[src/rtl/trade_summary.sv]
// trade_summary: buffers parsed records, multiplies price x num with a
// serial shift-add unit, and emits one (date, total, count) summary per
// contiguous date group or on flush.
module trade_summary #(
    parameter int unsigned FIFO_DEPTH = 4,
    parameter int unsigned TOTAL_W    = 40,
    parameter int unsigned CNT_W      = 16
) (
    input  logic               clk,
    input  logic               rst,
    input  logic               in_valid,
    input  logic [7:0]         in_date [8],
    input  logic [7:0]         in_price [2],
    input  logic [7:0]         in_num [2],
    input  logic               flush,
    output logic               sum_valid,
    input  logic               sum_ready,
    output logic [7:0]         sum_date [8],
    output logic [TOTAL_W-1:0] sum_total,
    output logic [CNT_W-1:0]   sum_count,
    output logic               overflow
);

    localparam int unsigned AW    = $clog2(FIFO_DEPTH);
    localparam int unsigned PW    = AW + 1;
    localparam int unsigned REC_W = 96;

    localparam logic [2:0] S_IDLE  = 3'd0;
    localparam logic [2:0] S_CHECK = 3'd1;
    localparam logic [2:0] S_MUL   = 3'd2;
    localparam logic [2:0] S_ACC   = 3'd3;
    localparam logic [2:0] S_EMIT  = 3'd4;

    logic [2:0]         state, state_d;
    logic               after_emit, after_emit_d;
    logic               pop, flush_clr, mul_start, grp_open_set;
    logic               flush_pending;

    logic [REC_W-1:0]   mem [FIFO_DEPTH];
    logic [PW-1:0]      wr_ptr, rd_ptr;
    logic               fifo_empty, fifo_full, wr_en;
    logic [63:0]        in_date_p;
    logic [REC_W-1:0]   in_rec, head;

    logic [REC_W-1:0]   hold;
    logic [63:0]        hold_date;
    logic [15:0]        hold_price, hold_num;

    logic               grp_open;
    logic [63:0]        grp_date;
    logic [TOTAL_W-1:0] grp_total;
    logic [CNT_W-1:0]   grp_count;
    logic [TOTAL_W:0]   acc_sum;

    logic [31:0]        product, mcand;
    logic [15:0]        mplier;
    logic [3:0]         iter;

    // Pack incoming record: date byte 0 is the most significant byte
    always_comb begin
        in_date_p = '0;
        for (int i = 0; i < 8; i++) begin
            in_date_p[63-8*i -: 8] = in_date[i];
        end
        in_rec = {in_date_p, in_price[0], in_price[1], in_num[0], in_num[1]};
    end

    assign fifo_empty = (wr_ptr == rd_ptr);
    assign fifo_full  = (wr_ptr[AW] != rd_ptr[AW]) && (wr_ptr[AW-1:0] == rd_ptr[AW-1:0]);
    assign wr_en      = in_valid && (!fifo_full || pop);
    assign head       = mem[rd_ptr[AW-1:0]];

    // Record FIFO storage
    always_ff @(posedge clk) begin
        if (wr_en) begin
            mem[wr_ptr[AW-1:0]] <= in_rec;
        end
    end

    // FIFO pointers and sticky drop flag
    always_ff @(posedge clk or posedge rst) begin
        if (rst) begin
            wr_ptr   <= '0;
            rd_ptr   <= '0;
            overflow <= 1'b0;
        end else begin
            if (wr_en) begin
                wr_ptr <= wr_ptr + PW'(1);
            end
            if (pop) begin
                rd_ptr <= rd_ptr + PW'(1);
            end
            if (in_valid && !wr_en) begin
                overflow <= 1'b1;
            end
        end
    end

    // FSM state register; sum_valid registered from the next state
    always_ff @(posedge clk or posedge rst) begin
        if (rst) begin
            state      <= S_IDLE;
            after_emit <= 1'b0;
            sum_valid  <= 1'b0;
        end else begin
            state      <= state_d;
            after_emit <= after_emit_d;
            sum_valid  <= (state_d == S_EMIT);
        end
    end

    // Next-state and control decode
    always_comb begin
        state_d      = state;
        after_emit_d = after_emit;
        pop          = 1'b0;
        flush_clr    = 1'b0;
        mul_start    = 1'b0;
        grp_open_set = 1'b0;
        case (state)
            S_IDLE: begin
                if (!fifo_empty) begin
                    pop     = 1'b1;
                    state_d = S_CHECK;
                end else if (flush_pending) begin
                    if (grp_open) begin
                        state_d      = S_EMIT;
                        after_emit_d = 1'b0;
                    end else begin
                        flush_clr = 1'b1;
                    end
                end
            end
            S_CHECK: begin
                if (grp_open && (hold_date != grp_date)) begin
                    state_d      = S_EMIT;
                    after_emit_d = 1'b1;
                end else begin
                    state_d      = S_MUL;
                    mul_start    = 1'b1;
                    grp_open_set = !grp_open;
                end
            end
            S_MUL: begin
                if (iter == 4'd15) begin
                    state_d = S_ACC;
                end
            end
            S_ACC: begin
                state_d = S_IDLE;
            end
            S_EMIT: begin
                if (sum_ready) begin
                    if (after_emit) begin
                        state_d      = S_MUL;
                        mul_start    = 1'b1;
                        grp_open_set = 1'b1;
                    end else begin
                        state_d   = S_IDLE;
                        flush_clr = 1'b1;
                    end
                end
            end
            default: begin
                state_d = S_IDLE;
            end
        endcase
    end

    // Flush request latch; a clear takes priority over a coincident pulse
    always_ff @(posedge clk or posedge rst) begin
        if (rst) begin
            flush_pending <= 1'b0;
        end else if (flush_clr) begin
            flush_pending <= 1'b0;
        end else if (flush) begin
            flush_pending <= 1'b1;
        end
    end

    // Held record popped from the FIFO head
    always_ff @(posedge clk or posedge rst) begin
        if (rst) begin
            hold <= '0;
        end else if (pop) begin
            hold <= head;
        end
    end

    assign hold_date  = hold[95:32];
    assign hold_price = hold[31:16];
    assign hold_num   = hold[15:0];

    // Serial shift-add multiplier, price bits consumed LSB first
    always_ff @(posedge clk or posedge rst) begin
        if (rst) begin
            product <= '0;
            mcand   <= '0;
            mplier  <= '0;
            iter    <= '0;
        end else if (mul_start) begin
            product <= '0;
            mcand   <= 32'(hold_num);
            mplier  <= hold_price;
            iter    <= '0;
        end else if (state == S_MUL) begin
            if (mplier[0]) begin
                product <= product + mcand;
            end
            mcand  <= {mcand[30:0], 1'b0};
            mplier <= {1'b0, mplier[15:1]};
            iter   <= iter + 4'd1;
        end
    end

    assign acc_sum = {1'b0, grp_total} + (TOTAL_W+1)'(product);

    // Group accumulator: open, saturating accumulate, close on handshake
    always_ff @(posedge clk or posedge rst) begin
        if (rst) begin
            grp_open  <= 1'b0;
            grp_date  <= '0;
            grp_total <= '0;
            grp_count <= '0;
        end else if (grp_open_set) begin
            grp_open  <= 1'b1;
            grp_date  <= hold_date;
            grp_total <= '0;
            grp_count <= '0;
        end else if (state == S_EMIT && sum_ready) begin
            grp_open <= 1'b0;
        end else if (state == S_ACC) begin
            grp_total <= acc_sum[TOTAL_W] ? '1 : acc_sum[TOTAL_W-1:0];
            if (grp_count != '1) begin
                grp_count <= grp_count + CNT_W'(1);
            end
        end
    end

    // Summary payload comes straight from the group registers
    always_comb begin
        for (int i = 0; i < 8; i++) begin
            sum_date[i] = grp_date[63-8*i -: 8];
        end
    end

    assign sum_total = grp_total;
    assign sum_count = grp_count;

endmodule

[config.mk]
export PLATFORM = sky130hd
export DESIGN_NAME = trade_summary
export DESIGN_NICKNAME = d
export VERILOG_FILES = /design/src/rtl/trade_summary.sv
export SDC_FILE = /design/constraint.sdc
export NUM_CORES = 1
export LEC_CHECK = 0
export CORE_MARGIN = 5
export CORE_UTILIZATION = 44
export DETAILED_ROUTE_END_ITERATION = 8
export GPL_TIMING_DRIVEN = 1
export PLACE_DENSITY = 0.7
export SLEW_MARGIN = 20
export SYNTH_ARGS = -nofsm -noshare
export SYNTH_HDL_FRONTEND = slang
export SYNTH_SLANG_ARGS = --single-unit
[constraint.sdc]
create_clock -name clk -period 39.4 [get_ports clk]
set_clock_uncertainty 0.1 [all_clocks]
set_input_delay 11.82 -clock clk [delete_from_list [all_inputs] [get_ports clk]]
set_output_delay 11.82 -clock clk [all_outputs]
set_load 0.1 [all_outputs]
* After elaboration in Yosys (flattened, before gate mapping)
Memory sizes are Yosys's and may differ from the RTL's. A register that Yosys moved wholly into a read port is not among the register bits. Index checks and enable logic that the tools add are counted.
Word-level totals: flip-flop bits (word level) 218, bits in writable memories 384, output and inout bits 122, word-level logic and storage cells 109, memories kept 1
Operators by class: $add $sub $neg 6, equality and inequality tests 16, multiplexer cells 50, reductions and logical operators 21
Memories:
- mem | words 4, bits a word 96, rd ports 1, clocked after Yosys merged registers in 1, wr ports 1, RTL line 39 | logic [REC_W-1:0] mem [FIFO_DEPTH];
Operators by type and width (number):
- $mux W32 | 5
- $mux W40 | 4
- $mux W16 | 6
- $ne A64 B64 Y1 | 1
- $add A40 B32 Y41 | 1
- $add A32 B32 Y32 | 1
- $mux W1 | 21
- $mux W3 | 6
- $add A16 B1 Y16 const B | 1
- $ne A16 B16 Y1 const B | 1
- $reduce_bool A2 Y1 | 7
- $pmux W3 S4 | 1
- $ne A2 B2 Y1 const B | 5
- $mux W4 | 2
- $pmux W1 S2 | 4
- $add A3 B1 Y3 const B | 2
- $eq A3 B2 Y1 const B | 2
- $eq A3 B3 Y1 const B | 2
- $logic_and A1 B1 Y1 | 5
- $reduce_and A5 Y1 | 1
- $add A4 B1 Y4 const B | 1
- $eq A4 B4 Y1 const B | 1
- $reduce_and A2 Y1 | 2
- $eq A3 B1 Y1 const B | 1
- 8 further kinds | 10

* Depth between registers and ports, before layout
depth in word-level cells 7, depth in mapped cells 13

* Worst setup path after synthesis
Ideal clock, no wire load.
path kind input to register, from input in_valid, to memory mem[3][0] (enable), library setup time 0.467 ns, arrival 14.422 ns, required time 38.833 ns, path slack 24.411 ns, cell stages on the path 2, path through nor2b_1 -> and2_1
On the way: word-level cells in the longest chain between the ends 3
RTL lines:
- start, declared | RTL line 11 | input logic in_valid,
- $logic_and A1 B1 Y1 | RTL line 70 | assign wr_en = in_valid && (!fifo_full || pop);
- $mux W1 | RTL line 75 | if (wr_en) begin
- $mux W1 (not written as such) | RTL line 76 | mem[wr_ptr[AW-1:0]] <= in_rec;
- end, declared | RTL line 39
No other way between the ends.

* Final worst setup path
from input in_valid, to memory mem[2][0] (enable)
The elaborated chain is that of the path after synthesis.

==> impl_results.md <==
- Vias in the first global route: approximately 19000
- Die Wd: about 270 um
- Post-synthesis cell count: roughly 2100
- Layout cells sized above 1: 0.146
- H-tree Lvls: 3
- Clk root buf: clkbuf_16
- Slew @ Worst Pin: 1100 ps
- Synthesis-stage register bit count: roughly 700
- Final TNS setup: 0 ps
- Ys flop type: edfxtp_1
- Min cycle time layout: 14270 ps
- Total Die Area: 73100 um^2
- Minimum hold slack: ~380 ps
- Status: complete, no violations
- DRC violations left: 0
- Post-synth EDFFs: between 300 and 400
- Synth unique cells: 73
- Core area: 67200 um^2
- Quantity of hold-fixing buffers added after cts: 0
- Die span in y: 270 um
- Global route overflow: 0
- WHS Path Cells: 2
- Vias/cell: 5.54
- Rel. slew slack: 0.263
- Synthesized area: around 30000 um^2
- GP Congestion: between 0.8 and 0.9
- Clk buf depth: 3
- Post-Layout Inst Area: about 35000 um^2
- PwrDens: roughly 90 nW/um^2
- Syn-to-layout area delta: 18.8%
- Utilization after layout: 0.527
- Post-cts gate resize count: 0
- Pleak: ~14 nW
- First-pass GRT wire length: between 100000 and 150000 um
- Startpoint type of the worst setup path: input port
- Num CTS Buffers: between 70 and 80
- XOR/XNOR share of the synthesized area: 0.0417
- Total track usage: 0.188
- Simple-gate area share of the yosys netlist: 0.0792
- Crit path arrival time: approximately 14000 ps
- Syn nets: roughly 2300
- Fmax: about 0.07 GHz
- Final Setup Violations: 0
- Max_cap viols: 0
- Register-to-Register Path Depth: 11
- Initial drt markers: between 1000 and 1500
- Fin. max-slew vios: 0
- Routed Antenna Nets: 0
- Later-pin clock latency in the skew report: 610 ps
- First drt pass iteration count: 5
- Period utilization: 0.362
- Placed Area: 33000 um^2
- Final hold violations: 0
- Mux contribution to synthesized area: 0.110
- Main combinational cell family by area after synthesis: multiplexers
- WP data required: 39520 ps
- Post-CTS Setup Bufs: 0
- Yosys warnings: 0
- Min-delay worst type: flop to flop
- Port bufs: 222
- VDD IR-drop max: 0.103 mV
- Largest net degree at the start of global routing: 110
- Num rows: 95
- Initial Utilization: 0.444
- Post-DP HPWL: roughly 46000 um
- FFs w/ async S/R, synth: 0.450
- Post-synthesis average cell area: roughly 14 um^2
- Nets: between 2000 and 3000
- Register area share after synthesis: 0.650
- Adder-cell share of the synthesized area: 0.0307
- Io pins: around 220
- Antenna violations before repair: 19
- CTS tree: done
- Worst-path clk slew: ~60 ps
- Via count: between 15000 and 20000
- Compound-Gate Fraction of Synth Area: 0.0729
- Critical path endpoint category: flop
- Wire length per cell: between 20 and 25 um
- Total wire length: approximately 70000 um
- Clock sink total: approximately 700
- Setup CP Type: input port to flop
- RSZ-0062 raised after global routing: false
- Max FO, Critical Path: 61
final timing paths:
check,startpoint,endpoint,slack (ps)
worst max-delay path,in_valid,mem[2][0],25130
worst min-delay path,mplier[8],mplier[8],380
worst max register to register,sum_date[63],product[31],35170
worst min register to register,mplier[8],mplier[8],380
max in group asynchronous,rst,rd_ptr[0],25920
min in group asynchronous,rst,sum_date[57],11660
worst max-delay path: stages:
cell,delay (ps)
clkdlybuf4s50_1,580
nor2b_1,450
and2_4,630
buf_4,860
synthesized netlist by cell type, drive strengths merged (3+ instances only):
cell | instances | area share
a211oi | 8 | 0.0029
clkbuf | 76 | 0.0096
a22o | 4 | 0.0012
nor2 | 59 | 0.0074
o22ai | 24 | 0.0052
nor3 | 14 | 0.0029
o21ai | 46 | 0.0077
and3 | 13 | 0.0027
xnor2 | 102 | 0.030
a31oi | 42 | 0.0088
o211ai | 5 | 0.0016
inv | 27 | 0.0034
a21o | 24 | 0.0063
edfxtp | 384 | 0.39
nand2b | 5 | 0.0010
nor2b | 6 | 0.0013
dfrtp | 314 | 0.26
o21a | 6 | 0.0015
or2 | 3 | 0.00063
o221ai | 3 | 0.00088
and2 | 13 | 0.0028
nand4 | 27 | 0.0057
or3 | 6 | 0.0013
mux4 | 96 | 0.073
buf | 18 | 0.0027
xor2 | 40 | 0.012
a31o | 4 | 0.0012
nand3 | 12 | 0.0020
o21bai | 10 | 0.0025
a22oi | 30 | 0.0076
a41oi | 3 | 0.0011
a21oi | 115 | 0.020
nor4 | 5 | 0.0010
mux2 | 98 | 0.037
ha | 70 | 0.029
and4 | 8 | 0.0024
nand2 | 367 | 0.046
power by group:
| group | internal [W] | total (W) | leakage, nW | switching [W] |
|---|---|---|---|---|
| combinational | 0.000474 | 0.00130 | 5.03 | 0.000829 |
| sequential | 0.00102 | 0.00120 | 7.47 | 0.000181 |
| clock | 0.000400 | 0.000680 | 1.16 | 0.000280 |
cell type report:
class / instances / area, um^2
inverter: 27 / 109
tap: 873 / 1090
clock inverter: 28 / 289
multi-input combinational: 1291 / 10000
sequential: 698 / 19400
antenna: 12 / 30.0
timing repair buffer: 241 / 2380
clock buffer: 105 / 2100
fill: 5369 / 31700
cells by family (layout without fill, tap and decap cells):
kind of cell,count (synthesis),in the layout
mux,194,194
fa+ha+maj,72,72
xor+xnor,142,142
other cells,0,12
compound gates,339,339
simple gates,544,544
buf+inv,121,401
flops,698,698
cell usage in the layout (no fill, tap or decap), types with 56 or more instances in the layout:
master           count
edfxtp_1           384
clkbuf_16           77
nor2_1              56
a21oi_1            113
ha_1                70
mux4_2              96
clkdlybuf4s50_1    222
xnor2_1            102
mux2_2              98
dfrtp_1            312
nand2_1            367
state kept, by name, summed over array words and instances (netlist names), 3 cells and up:
register   cells
hold          96
iter           4
mcand         32
mem          384
mplier        16
product       32
rd_ptr         3
state          3
sum_count     16
sum_date      64
sum_total     40
wr_ptr         3
stage by stage:
step	total power, W	worst slack (ps)	instances
after floorplan	0.00216	18790	2110
after global routing	0.00334	25020	3270
final	0.00318	25130	3275
after CTS	0.00321	25120	3262
after global placement	0.00248	24520	3129
after detailed placement	0.00252	24480	3129
layer usage:
metal	global-route usage	share of wire
met5	0	0.00070
met4	0.0518	0.023
met3	0.0436	0.061
met2	0.319	0.50
met1	0.246	0.41
Power figures use the tool's default switching activity.
==> RTL edit 1 (same settings) <==
`FIFO_DEPTH`: 4 -> 8.
--- a/src/rtl/trade_summary.sv
+++ b/src/rtl/trade_summary.sv
@@ -2,7 +2,7 @@
 // serial shift-add unit, and emits one (date, total, count) summary per
 // contiguous date group or on flush.
 module trade_summary #(
-    parameter int unsigned FIFO_DEPTH = 4,
+    parameter int unsigned FIFO_DEPTH = 8,
     parameter int unsigned TOTAL_W    = 40,
     parameter int unsigned CNT_W      = 16
 ) (
Formal check against the unedited RTL: no difference found for any inputs over 4 cycles, from zero or initial values and one cycle with rst high; that may be too few to reach the edited logic, so the function may still have changed.
==> RTL edit 1 against the original RTL <==
Worst setup slack worse by 0.68 ns; first-iteration DRC count up 55%; sequential cell count up 386; utilization down 1.3 points; maximum frequency down 4.5%; synthesized area up 51%; cell area up 48%; power up 33%; routed wire length up 47%; clock power up 49%; count of clock-buffer cells in the layout up 49; synthesized cell count up 37%; critical path type unchanged; critical endpoint is now mem[1][64]$_DFFE_PP_; largest cell class unchanged.
==> RTL edit 1: results <==
[clock_tree]
htreeDepth = 3
cts-buffers-inserted = 107
insertion_delay_ns = 0.70

[drt]
routed_wl_um = 103000
post_drt_via_cell_ratio = 5.50
wire_per_inst_um = 22.3
drt_iter0_markers = 2148

[synthesis]
synth-edff-count = 768
synth_fa_ha_area_share_pct = 1.95
synthArstFlopShare_pct = 29.2
ys_seq_area_share_pct = 68.8
synth_common_cells = edfxtp_1 (768), nand2_1 (440), dfrtp_1 (316), mux4_2 (192), o21ai_0 (159)
synthMuxAreaShare_pct = 11.8
synth_compound_area_share_pct = 6.58
syn_nets = 3071
synth_warnings = 0
synth_cells = 2901
synth.area.top_cells = edfxtp_1 (51%), dfrtp_1 (18%), mux4_2 (9.6%)
synthXorXnorAreaFrac_pct = 2.68

[power]
internal-power_uw = 2620
p_leak_uw = 0.0193
power_frac_seq_pct = 40.4
vdd_drop_max_uv = 93.0
clkPwrFrac_pct = 23.9

[critical_path]
crit_fanout = 39
slowest_delay_ns = 0.82
reg2reg_setup_slack_ns = 34.91
cp_slowest_cell = nor2_4
rr_startpoint = rd_ptr[1]$_DFFE_PP0P_
critPathArrivalTime_ns = 15.16

[final_layout]
fill_cells = 8176
largest_reg_flops = 768
drive_gt1_share_pct = 13.7
nNetsFinal = 3295

[global_route]
grt_first_pass_wirelength_um = 158000
grtUsageTotal_pct = 19.0
antenna_found_initial = 21
grt_pass1_vias = 25200
grt_overflow = 0
grt_max_degree = 114

[placement]
dp_cells = 4384
place_ws_ns = 23.71
io_buffers = 222
hpwl_um = 63600
place_congestion = 0.855

[timing]
worst_pin_slew_ns = 1.19
finalHoldViolCount = 0

[status]
run_status = finished, final reports clean

[run]
maxCapViolations = 0
-- RTL edit 1: area by class of cell --
class | count | area, sq um | area share, %
diodes | 13 | 32.5 | 0.0622
repair buffers | 258 | 2500 | 4.77
flip-flops and latches | 1084 | 31000 | 59.2
inverters | 36 | 143 | 0.273
well taps | 1368 | 1710 | 3.27
clock inverters | 48 | 536 | 1.02
clock buffers | 154 | 3010 | 5.74
multi-input cells | 1638 | 13400 | 25.7
-- RTL edit 1: logic make-up (layout without fill, tap and decap cells) --
family                   Yosys count  count (layout)
flip-flops                      1084            1084
AND/OR/NAND/NOR                  680             680
AO/OA/AOI/OAI                    459             459
multiplexers                     292             292
buffers and inverters            179             496
XOR/XNOR                         138             138
adder cells (fa/ha/maj)           69              69
other                              0              13
-- RTL edit 1: metal layers --
metal  track usage [%]  vias up  share of wire [%]
met5                 0        -              0.074
met2              29.7      704                 47
li1                  -    11500                  -
met1              27.3    12900                 43
met4              5.46       12                2.6
met3              3.80      159                7.0
-- RTL edit 1: stage by stage --
step	hold slack [ns]	total power, uW	util [%]	area (sq um)
floorplan	0.346	2820	-	45000
global placement	0.360	3230	47.9	48800
detailed placement	0.366	3260	47.9	48800
CTS	0.380	4270	51.4	52300
global route	0.401	4460	51.4	52300
finish	0.376	4230	51.4	52300
-- RTL edit 1: worst paths after layout --
| path | end | cells past startpoint |
|---|---|---|
| max | mem[1][64]$_DFFE_PP_ | 6 |
| min | mplier[8]$_DFFE_PP0P_ | 1 |
| max reg2reg | mem[1][64]$_DFFE_PP_ | 8 |
| min reg2reg | mplier[8]$_DFFE_PP0P_ | 1 |
| max in group asynchronous | hold[2]$_DFFE_PP0P_ | 4 |
| min in group asynchronous | sum_count[8]$_DFFE_PP0P_ | 2 |
==> RTL edit 2 (same settings) <==
Without the edit above. Make the reset (`rst`) synchronous in 6 clocked blocks.
--- a/src/rtl/trade_summary.sv
+++ b/src/rtl/trade_summary.sv
@@ -78,7 +78,7 @@
     end
 
     // FIFO pointers and sticky drop flag
-    always_ff @(posedge clk or posedge rst) begin
+    always_ff @(posedge clk) begin
         if (rst) begin
             wr_ptr   <= '0;
             rd_ptr   <= '0;
@@ -97,7 +97,7 @@
     end
 
     // FSM state register; sum_valid registered from the next state
-    always_ff @(posedge clk or posedge rst) begin
+    always_ff @(posedge clk) begin
         if (rst) begin
             state      <= S_IDLE;
             after_emit <= 1'b0;
@@ -168,7 +168,7 @@
     end
 
     // Flush request latch; a clear takes priority over a coincident pulse
-    always_ff @(posedge clk or posedge rst) begin
+    always_ff @(posedge clk) begin
         if (rst) begin
             flush_pending <= 1'b0;
         end else if (flush_clr) begin
@@ -179,7 +179,7 @@
     end
 
     // Held record popped from the FIFO head
-    always_ff @(posedge clk or posedge rst) begin
+    always_ff @(posedge clk) begin
         if (rst) begin
             hold <= '0;
         end else if (pop) begin
@@ -192,7 +192,7 @@
     assign hold_num   = hold[15:0];
 
     // Serial shift-add multiplier, price bits consumed LSB first
-    always_ff @(posedge clk or posedge rst) begin
+    always_ff @(posedge clk) begin
         if (rst) begin
             product <= '0;
             mcand   <= '0;
@@ -216,7 +216,7 @@
     assign acc_sum = {1'b0, grp_total} + (TOTAL_W+1)'(product);
 
     // Group accumulator: open, saturating accumulate, close on handshake
-    always_ff @(posedge clk or posedge rst) begin
+    always_ff @(posedge clk) begin
         if (rst) begin
             grp_open  <= 1'b0;
             grp_date  <= '0;
Function: differs if rst is asserted again (counterexample within 4 cycles, from zero or initial values and one cycle with rst high); with rst held inactive, the same outputs for 4 cycles.
==> RTL edit 2 against the original RTL <==
Sequential cell count is the same; worst setup slack got worse by 0.11 ns; register-to-register slack gained 0.02 ns; sequential share of layout area shrank 3.4 points; routed wire length increased by 1.9%; count of clock-buffer cells in the layout fell by 8; synthesized cell count increased by 19%; synthesized area is 1.5% lower; cell area fell by 1.9%; largest cell class unchanged; highest routed layer is now met4.
Power is not compared: it rests on default switching activity, and its combinational part moved more than twofold at a synthesized area within 25%.
==> RTL edit 2: results <==
[global_route]
grtUsageTotal_pct = 19.5
grt_max_degree = 77
antenna_found_initial = 7
grt_first_pass_wirelength_um = 111000

[drt]
drt_iter0_markers = 1509
routed_wl_um = 71300
detail_route.first_pass.iterations = 6
post_drt_via_cell_ratio = 5.52

[placement]
dp_cells = 3478
place_congestion = 0.849
hpwl_um = 47100

[synthesis]
synth_common_cells = nand2_1 (549), edfxtp_1 (384), a21oi_1 (343), dfxtp_1 (314), clkbuf_1 (123)
synth.top_cell.area_share_pct = 39.3
synthArstFlopShare_pct = 0
yosysUniqueCellTypes = 68
syn_avg_cell_area_sq_um = 11.7
ys_seq_area_share_pct = 60.7

[status]
run_status = finished, final reports clean

[final_layout]
drive_gt1_share_pct = 9.18
nNetsFinal = 2860
fill_cells = 5490

[clock_tree]
cts-buffers-inserted = 71

[timing]
worst_pin_slew_ns = 1.15

[critical_path]
rr_startpoint = sum_date[60]$_SDFFE_PP0P_
crit_fanout = 56
slowest_delay_ns = 0.80
critPathArrivalTime_ns = 14.51
==> RTL edit 2: worst paths after layout <==
kind | to | slack, ns
setup reg to reg | product[30]$_SDFFE_PP0P_ | 35.19
setup / recovery | mem[1][4]$_DFFE_PP_ | 25.02
hold reg to reg | mplier[2]$_SDFFE_PP0P_ | 0.35
hold / removal | mplier[2]$_SDFFE_PP0P_ | 0.35
==> RTL edit 2: where the power goes <==
group          internal (uW)  switching (uW)  total, uW
logic                    186             365        551
registers                853            74.1        927
clock network            403             281        684
==> RTL edit 2: layout make-up <==
cell class	count	area, sq um	share of cell area [%]
clock inverters	34	397	1.14
inverters	19	71.3	0.205
multi-input cells	1655	11000	31.6
diodes	6	15.0	0.0432
well taps	864	1080	3.11
repair buffers	242	2370	6.83
clock buffers	97	1990	5.72
flip-flops and latches	698	17800	51.3
==> RTL edit 2: worst max-delay path, delay by kind of cell <==
family	cells	cell delay (ns)
buffers and inverters	2	1.41
and+or+nand+nor	2	1.23
==> RTL edit 2: per-layer routing <==
layer  part of all wire (%)  wire [um]  track usage, %  vias to the layer above
li1                       -          -               -                     9444
met2                     49      34600            32.3                      592
met1                     42      29900            25.5                     9816
met3                    6.7       4800            4.54                      117
met4                    2.9       2040            6.41                        0
met5                      0          0               0                        -
==> RTL edit 2: cells by family after synthesis <==
logic type	share of synthesized area [%]
flip-flops	60.7
AO/OA/AOI/OAI	11.3
multiplexers	7.43
AND/OR/NAND/NOR	11.1
XOR/XNOR	4.24
buffers and inverters	2.08
adder cells (fa/ha/maj)	3.12
==> RTL edit 2: through the flow <==
step           worst slack, ns  area (sq um)  util, %
5_1_grt                  24.93         34700     52.6
4_1_cts                  25.04         34700     52.6
2_1_floorplan            24.40         29400        -
6_report                 25.02         34700     52.6
3_5_place_dp             24.42         32300     49.0
3_3_place_gp             24.43         32300     49.0
